**src/rtl/alu_pkg.sv**
```systemverilog
// Shared types and constants for the ALU issue controller and its ALU.
package alu_pkg;

    localparam int unsigned ALU_W  = 32;
    localparam int unsigned FLAG_W = 4;
    localparam int unsigned OP_W   = 4;
    localparam int unsigned SRB_W  = 5;
    localparam int unsigned SRC_W  = 3;
    localparam int unsigned UOP_W  = 77;

    // Micro-op field bit positions within the raw request bus
    localparam int unsigned UOP_S_BIT   = 0;
    localparam int unsigned UOP_SRC_LSB = 1;
    localparam int unsigned UOP_SRC_MSB = 3;
    localparam int unsigned UOP_SRB_LSB = 4;
    localparam int unsigned UOP_SRB_MSB = 8;
    localparam int unsigned UOP_OP_LSB  = 9;
    localparam int unsigned UOP_OP_MSB  = 12;
    localparam int unsigned UOP_IN2_LSB = 13;
    localparam int unsigned UOP_IN2_MSB = 44;
    localparam int unsigned UOP_IN1_LSB = 45;
    localparam int unsigned UOP_IN1_MSB = 76;

    localparam logic [OP_W-1:0] OP_ADD = 4'd0;
    localparam logic [OP_W-1:0] OP_SUB = 4'd1;
    localparam logic [OP_W-1:0] OP_MUL = 4'd2;
    localparam logic [OP_W-1:0] OP_OR  = 4'd3;
    localparam logic [OP_W-1:0] OP_AND = 4'd4;
    localparam logic [OP_W-1:0] OP_XOR = 4'd5;

    localparam logic [SRC_W-1:0] SR_NONE = 3'd0;
    localparam logic [SRC_W-1:0] SR_SHR  = 3'd1;
    localparam logic [SRC_W-1:0] SR_SHL  = 3'd2;
    localparam logic [SRC_W-1:0] SR_ROR  = 3'd3;

    typedef struct packed {
        logic [ALU_W-1:0] in1;
        logic [ALU_W-1:0] in2;
        logic [OP_W-1:0]  opcode;
        logic [SRB_W-1:0] sr_bit;
        logic [SRC_W-1:0] sr_cont;
        logic             s;
    } uop_t;

    typedef enum logic [1:0] {
        ST_IDLE = 2'd0,
        ST_EXEC = 2'd1,
        ST_RESP = 2'd2
    } state_t;

    // Split the raw request bus into its named fields
    function automatic uop_t unpack_uop(input logic [UOP_W-1:0] raw);
        uop_t u;
        u.in1     = raw[UOP_IN1_MSB:UOP_IN1_LSB];
        u.in2     = raw[UOP_IN2_MSB:UOP_IN2_LSB];
        u.opcode  = raw[UOP_OP_MSB:UOP_OP_LSB];
        u.sr_bit  = raw[UOP_SRB_MSB:UOP_SRB_LSB];
        u.sr_cont = raw[UOP_SRC_MSB:UOP_SRC_LSB];
        u.s       = raw[UOP_S_BIT];
        return u;
    endfunction

    // An op is legal when both the opcode and the shift control are known
    function automatic logic uop_legal(input uop_t u);
        return (u.opcode <= OP_XOR) && (u.sr_cont <= SR_ROR);
    endfunction

endpackage

```
**src/rtl/alu_simple.sv**
```systemverilog
// Combinational 32-bit ALU with pre-shifted second operand.
// Flags = {N, Z, C, V}; C/V are only meaningful for add/sub (C is carry-out,
// i.e. "no borrow" for sub) and are zero for the other opcodes.
module alu_simple
    import alu_pkg::*;
(
    input  logic [ALU_W-1:0]  in1,
    input  logic [ALU_W-1:0]  in2,
    input  logic [OP_W-1:0]   opcode,
    input  logic [SRB_W-1:0]  sr_bit,
    input  logic [SRC_W-1:0]  sr_cont,
    output logic [ALU_W-1:0]  out,
    output logic [FLAG_W-1:0] flags
);

    logic [ALU_W-1:0] b_sh;
    logic [ALU_W:0]   sum;
    logic [ALU_W-1:0] res;
    logic             c_flag;
    logic             v_flag;

    // Shift stage applied to the second operand
    always_comb begin
        b_sh = in2;
        case (sr_cont)
            SR_SHR:  b_sh = in2 >> sr_bit;
            SR_SHL:  b_sh = in2 << sr_bit;
            SR_ROR:  b_sh = ALU_W'({in2, in2} >> sr_bit);
            default: b_sh = in2;
        endcase
    end

    // Arithmetic/logic stage and flag generation
    always_comb begin
        sum    = '0;
        res    = '0;
        c_flag = 1'b0;
        v_flag = 1'b0;
        case (opcode)
            OP_ADD: begin
                sum    = {1'b0, in1} + {1'b0, b_sh};
                res    = sum[ALU_W-1:0];
                c_flag = sum[ALU_W];
                v_flag = (in1[ALU_W-1] == b_sh[ALU_W-1]) && (res[ALU_W-1] != in1[ALU_W-1]);
            end
            OP_SUB: begin
                sum    = {1'b0, in1} + {1'b0, ~b_sh} + (ALU_W+1)'(1);
                res    = sum[ALU_W-1:0];
                c_flag = sum[ALU_W];
                v_flag = (in1[ALU_W-1] != b_sh[ALU_W-1]) && (res[ALU_W-1] != in1[ALU_W-1]);
            end
            OP_MUL:  res = in1 * b_sh;
            OP_OR:   res = in1 | b_sh;
            OP_AND:  res = in1 & b_sh;
            OP_XOR:  res = in1 ^ b_sh;
            default: res = '0;
        endcase
    end

    assign out   = res;
    assign flags = {res[ALU_W-1], (res == '0), c_flag, v_flag};

endmodule

```
**src/rtl/rr_arb2.sv**
```systemverilog
// Two-way round-robin grant; the pointer moves only when a response completes.
module rr_arb2 #(
    parameter logic RR_INIT = 1'b0
) (
    input  logic       clk,
    input  logic       rst_n,
    input  logic [1:0] req,
    input  logic       en,
    input  logic       done,
    input  logic       done_id,
    output logic [1:0] gnt
);

    logic ptr_q;
    logic ptr_d;

    // Grant a lone requester, or the pointer holder on contention
    always_comb begin
        gnt = 2'b00;
        if (en) begin
            case (req)
                2'b01:   gnt = 2'b01;
                2'b10:   gnt = 2'b10;
                2'b11:   gnt = ptr_q ? 2'b10 : 2'b01;
                default: gnt = 2'b00;
            endcase
        end
    end

    // Hand priority to the other requester once a response is consumed
    always_comb begin
        ptr_d = ptr_q;
        if (done) begin
            ptr_d = ~done_id;
        end
    end

    // Pointer register
    always_ff @(posedge clk) begin
        if (!rst_n) begin
            ptr_q <= RR_INIT;
        end else begin
            ptr_q <= ptr_d;
        end
    end

endmodule

```
**src/rtl/alu_issue_ctrl.sv**
```systemverilog
// Arbitrates two micro-op requesters onto one ALU and returns tagged results.
module alu_issue_ctrl
    import alu_pkg::*;
#(
    parameter int unsigned DATA_W  = 32,
    parameter logic        RR_INIT = 1'b0
) (
    input  logic              clk,
    input  logic              rst_n,
    input  logic              req0_valid,
    output logic              req0_ready,
    input  logic [UOP_W-1:0]  req0_uop,
    input  logic              req1_valid,
    output logic              req1_ready,
    input  logic [UOP_W-1:0]  req1_uop,
    output logic              rsp_valid,
    input  logic              rsp_ready,
    output logic              rsp_id,
    output logic [DATA_W-1:0] rsp_data,
    output logic [FLAG_W-1:0] rsp_flags,
    output logic              rsp_err,
    output logic [FLAG_W-1:0] flags_q,
    output logic              busy
);

    state_t             state_q, state_d;
    uop_t               uop_q, uop_d;
    logic               id_q, id_d;
    logic               rsp_valid_q, rsp_valid_d;
    logic [DATA_W-1:0]  rsp_data_q, rsp_data_d;
    logic [FLAG_W-1:0]  rsp_flags_q, rsp_flags_d;
    logic               rsp_err_q, rsp_err_d;
    logic [FLAG_W-1:0]  flags_d;
    logic               busy_q, busy_d;

    logic [1:0]         gnt;
    logic               rsp_done;
    logic               op_legal;
    uop_t               uop0, uop1;
    logic [ALU_W-1:0]   alu_out;
    logic [FLAG_W-1:0]  alu_flags;

    assign uop0     = unpack_uop(req0_uop);
    assign uop1     = unpack_uop(req1_uop);
    assign rsp_done = rsp_valid_q & rsp_ready;
    assign op_legal = uop_legal(uop_q);

    rr_arb2 #(
        .RR_INIT (RR_INIT)
    ) u_arb (
        .clk     (clk),
        .rst_n   (rst_n),
        .req     ({req1_valid, req0_valid}),
        .en      (state_q == ST_IDLE),
        .done    (rsp_done),
        .done_id (id_q),
        .gnt     (gnt)
    );

    assign req0_ready = gnt[0];
    assign req1_ready = gnt[1];

    // ALU only ever sees the latched operands
    alu_simple u_alu (
        .in1     (uop_q.in1),
        .in2     (uop_q.in2),
        .opcode  (uop_q.opcode),
        .sr_bit  (uop_q.sr_bit),
        .sr_cont (uop_q.sr_cont),
        .out     (alu_out),
        .flags   (alu_flags)
    );

    // Next-state and datapath control: IDLE accept, EXEC capture, RESP hold
    always_comb begin
        state_d     = state_q;
        uop_d       = uop_q;
        id_d        = id_q;
        rsp_valid_d = rsp_valid_q;
        rsp_data_d  = rsp_data_q;
        rsp_flags_d = rsp_flags_q;
        rsp_err_d   = rsp_err_q;
        flags_d     = flags_q;
        unique case (state_q)
            ST_IDLE: begin
                if (gnt[0]) begin
                    uop_d   = uop0;
                    id_d    = 1'b0;
                    state_d = ST_EXEC;
                end else if (gnt[1]) begin
                    uop_d   = uop1;
                    id_d    = 1'b1;
                    state_d = ST_EXEC;
                end
            end
            ST_EXEC: begin
                rsp_err_d   = ~op_legal;
                rsp_data_d  = op_legal ? alu_out : '0;
                rsp_flags_d = op_legal ? alu_flags : '0;
                if (op_legal && uop_q.s) begin
                    flags_d = alu_flags;
                end
                rsp_valid_d = 1'b1;
                state_d     = ST_RESP;
            end
            ST_RESP: begin
                if (rsp_ready) begin
                    rsp_valid_d = 1'b0;
                    state_d     = ST_IDLE;
                end
            end
            default: state_d = ST_IDLE;
        endcase
        busy_d = (state_d != ST_IDLE);
    end

    // State and output registers
    always_ff @(posedge clk) begin
        if (!rst_n) begin
            state_q     <= ST_IDLE;
            uop_q       <= '0;
            id_q        <= 1'b0;
            rsp_valid_q <= 1'b0;
            rsp_data_q  <= '0;
            rsp_flags_q <= '0;
            rsp_err_q   <= 1'b0;
            flags_q     <= '0;
            busy_q      <= 1'b0;
        end else begin
            state_q     <= state_d;
            uop_q       <= uop_d;
            id_q        <= id_d;
            rsp_valid_q <= rsp_valid_d;
            rsp_data_q  <= rsp_data_d;
            rsp_flags_q <= rsp_flags_d;
            rsp_err_q   <= rsp_err_d;
            flags_q     <= flags_d;
            busy_q      <= busy_d;
        end
    end

    assign rsp_valid = rsp_valid_q;
    assign rsp_id    = id_q;
    assign rsp_data  = rsp_data_q;
    assign rsp_flags = rsp_flags_q;
    assign rsp_err   = rsp_err_q;
    assign busy      = busy_q;

endmodule
```
**config.mk**
```make
export PLATFORM = sky130hd
export DESIGN_NAME = alu_issue_ctrl
export DESIGN_NICKNAME = d
export VERILOG_FILES = /design/src/rtl/alu_pkg.sv /design/src/rtl/alu_simple.sv /design/src/rtl/rr_arb2.sv /design/src/rtl/alu_issue_ctrl.sv
export SDC_FILE = /design/constraint.sdc
export NUM_CORES = 2
export LEC_CHECK = 0
export ABC_AREA = 1
export ABC_CLOCK_PERIOD_IN_PS = 12600
export CORE_ASPECT_RATIO = 1.5
export CORE_UTILIZATION = 43
export CTS_CLUSTER_DIAMETER = 30
export DETAILED_ROUTE_END_ITERATION = 8
export SYNTH_ARGS = -nofsm -noshare
export SYNTH_HDL_FRONTEND = slang
export SYNTH_SLANG_ARGS = --single-unit
```
**constraint.sdc**
```tcl
create_clock -name clk -period 12.6 [get_ports clk]
set_input_delay 2.52 -clock clk [delete_from_list [all_inputs] [get_ports clk]]
set_output_delay 2.52 -clock clk [all_outputs]
set_load 0.005 [all_outputs]
```
==> run_results.csv <==
group,metric,value,unit
synthesis,synth_area_leader_cell,"fa_1",
drt,routedWlPerCell,24.99,µm
critical_path,reg2reg_setup_slack,1530,ps
critical_path,startpoint_type,"flip-flop",
clocking,ctsResizeCount,0,
die,die_height,324.7,µm
final_layout,multi_input_area,0.02327,mm²
synthesis,synth_seq_cells,123,
clocking,clk_latency,490,ps
synthesis,synthesis.nets,5265,
sta,max_freq,90.30,MHz
power_and_ir_drop,swShare,62.74,%
final_layout,area_growth,11.42,%
grt,track_usage,39.52,%
critical_path,crit_required,13020,ps
synthesis,yosysSeqAreaShare,8.248,%
synthesis,synth_ff_type,"dfxtp_1",
critical_path,crit_type,"reg2reg",
power_and_ir_drop,leakagePower,0.01704,µW
sta,setup_viol,0,
drt,drtPass1Iterations,6,
sta,tightestPinTransition,1056,ps
power_and_ir_drop,cellPowerDensity,312.9,mW/mm²
sta,fin_tns_setup,0,ps
final_layout,nets,5343,
die,die_w,217.1,µm
grt,grt_max_degree,108,
clocking,htree_levels,4,
synthesis,synth_cells,4477,
grt,antenna_found_initial,3,
final_layout,regArea,0.002466,mm²
die,row_count,118,
sta,skew,20.47,ps
critical_path,slowest_delay,710,ps
place,port_buffers,204,
die,ios,205,
place,hpwl,108.7,mm
synthesis,synthArstFlopShare,0,%
sta,hold_slack,465.6,ps
final_layout,drive_above_1_share,4.488,%
run,drv_cap,0,
final_layout,mostFrequentLayoutCells,"nand2_1 (1028), inv_1 (810), nand3_1 (436)",
die,die_area,0.07051,mm²
final_layout,instances_no_fill,5472,
die,start_util,43.39,%
clocking,cts_tree,"done",
drt,ant_nets,0,
clocking,cts_hold_buffers,0,
place,place_ws,2095,ps
sta,min_period,11070,ps
critical_path,path_max_fanout,21,
sta,maxSlewViolCount,0,
die,fp.coreArea,0.06880,mm²
place,gp_congestion,1.068,
clocking,clock_path_buffers,2,
drt,drc_errors,0,
critical_path,cp_slowest_cell,"nor2_2",
synthesis,ys_warn_count,0,
synthesis,avgSynthCellArea,6.669,µm²
synthesis,netlist_area,0.02985,mm²
power_and_ir_drop,p_switching,6531,µW
critical_path,endpoint_kind,"flip-flop",
grt,grt.overflow.total,0,
clocking,cts_made_buffers,17,
place,dpl.cell_count,5436,
critical_path,arrival,11490,ps
drt,viasPerCell,5.638,
clocking,clkTransAtPathRegs,70,ps
final_layout,final_util,48.35,%
final_layout,final_common_cell,"nand2_1",
final_layout,num-fill-cells,7332,
synthesis,synthTopCellsByArea,"fa_1 (27%), nand2_1 (13%), inv_1 (10%)",
power_and_ir_drop,pwr-share-comb,89.3,%
clocking,postCtsSetupRepairBufs,0,
drt,totalWireLength,136.7,mm
power_and_ir_drop,seqPwrFrac,5.1,%
sta,setup_ws,1526,ps
power_and_ir_drop,ir_drop,0.4058,mV
power_and_ir_drop,internal_power,3879,µW
sta,hold_viol_final,0,
sta,rsz0062_at_grt,"no",
sta,fin_crit_sh,87.89,%
sta,relSlewSlack,29.16,%
grt,grt_pass1_vias,31360,
clocking,cts_root_buf,"clkbuf_16",
status,outcome,"finished, final reports clean",
drt,via_count,30850,
min_path,hold_path.class,"reg2reg",
clocking,clock-sinks,123,
synthesis,netlist.area_leader.share,27.49,%
drt,drt-initial-drc-count,2326,
power_and_ir_drop,clkPwrFrac,5.6,%
synthesis,synth_edf_count,0,
synthesis,ys_types,59,
grt,grt_first_pass_wirelength,201.9,mm
power groups by stage:
stage | Combinational [µW] | Sequential (µW) | Clock (µW)
global route | 10000 | 534 | 599
global placement | 8960 | 538 | 0
finish | 9300 | 534 | 579
CTS | 9060 | 528 | 590
floorplan | 5680 | 488 | 0
detailed placement | 9000 | 537 | 0
path summary, 6_finish.rpt:
| kind | start | end | cells past startpoint |
|---|---|---|---|
| max reg2reg | uop_q[3] | rsp_flags[2] | 39 |
| min | rsp_data[30] | rsp_data[30] | 2 |
| max | uop_q[3] | rsp_flags[2] | 39 |
| min reg2reg | rsp_data[30] | rsp_data[30] | 2 |
worst max-delay path, delay by kind of cell (launching register included):
family	cells	cell delay, ps
adders and majority gates	10	4300
DFF	1	390
buffers and inverters	8	1320
AOI/OAI and AO/OA	9	2930
and+or+nand+nor	12	2020
layout make-up:
cell class / instances / share of cell area [%]
multi-input combinational: 3293 / 69.97
inverter: 849 / 9.602
timing repair buffer: 271 / 7.650
sequential: 123 / 7.413
tap: 900 / 3.385
clock buffer: 18 / 1.320
clock inverter: 14 / 0.6319
antenna: 4 / 0.03009
through the flow:
step	total power (µW)	area (µm²)
after floorplan	6168	29850
after global placement	9496	32610
after detailed placement	9539	32610
after CTS	10170	33260
after global routing	11180	33260
final	10410	33270
synth_stat cells (8+ instances only):
| cell type | count |
|---|---|
| xor2_1 | 20 |
| or2_2 | 17 |
| o21ai_1 | 13 |
| buf_2 | 36 |
| o211ai_1 | 23 |
| dfxtp_1 | 123 |
| nand2_1 | 1028 |
| o2111ai_1 | 13 |
| o22ai_1 | 21 |
| a31oi_1 | 13 |
| a21oi_1 | 276 |
| inv_2 | 22 |
| nor4_1 | 12 |
| fa_1 | 410 |
| nand2_2 | 28 |
| nor2_1 | 389 |
| o21ai_0 | 196 |
| buf_6 | 8 |
| nand4_1 | 42 |
| nand3_1 | 437 |
| clkbuf_1 | 133 |
| inv_1 | 810 |
| o21a_1 | 10 |
| o21bai_1 | 12 |
| buf_1 | 27 |
| clkinv_1 | 16 |
| ha_1 | 219 |
| nor3_1 | 18 |
sequential cells by signal, indices dropped and copies added (netlist names):
register	count
uop_q	77
rsp_valid	1
rsp_err	1
state_q	2
rsp_data	32
rsp_id	1
rsp_flags	3
busy	1
u_arb.ptr_q	1
flags_q	4
kinds of logic (layout without fill, tap and decap cells):
logic type      Yosys count  after routing  synth area share (%)
flops                   123            123                 8.248
simple gates           2008           2008                 28.54
xor+xnor                 27             27                0.7921
compound gates          627            627                 11.78
other cells               0              4                     0
mux                       2              2               0.06706
buf+inv                1061           1152                 13.89
fa+ha+maj               629            629                 36.67
layer usage:
metal / up-vias / global-route usage [%] / wire length, µm
li1: 14100 / - / -
met1: 14730 / 40.52 / 46080
met2: 1431 / 67.55 / 66500
met3: 589 / 6.648 / 8212
met4: 2 / 37.65 / 15920
met5: - / 0 / 17
No activity file was read; power rests on OpenSTA's default activity.
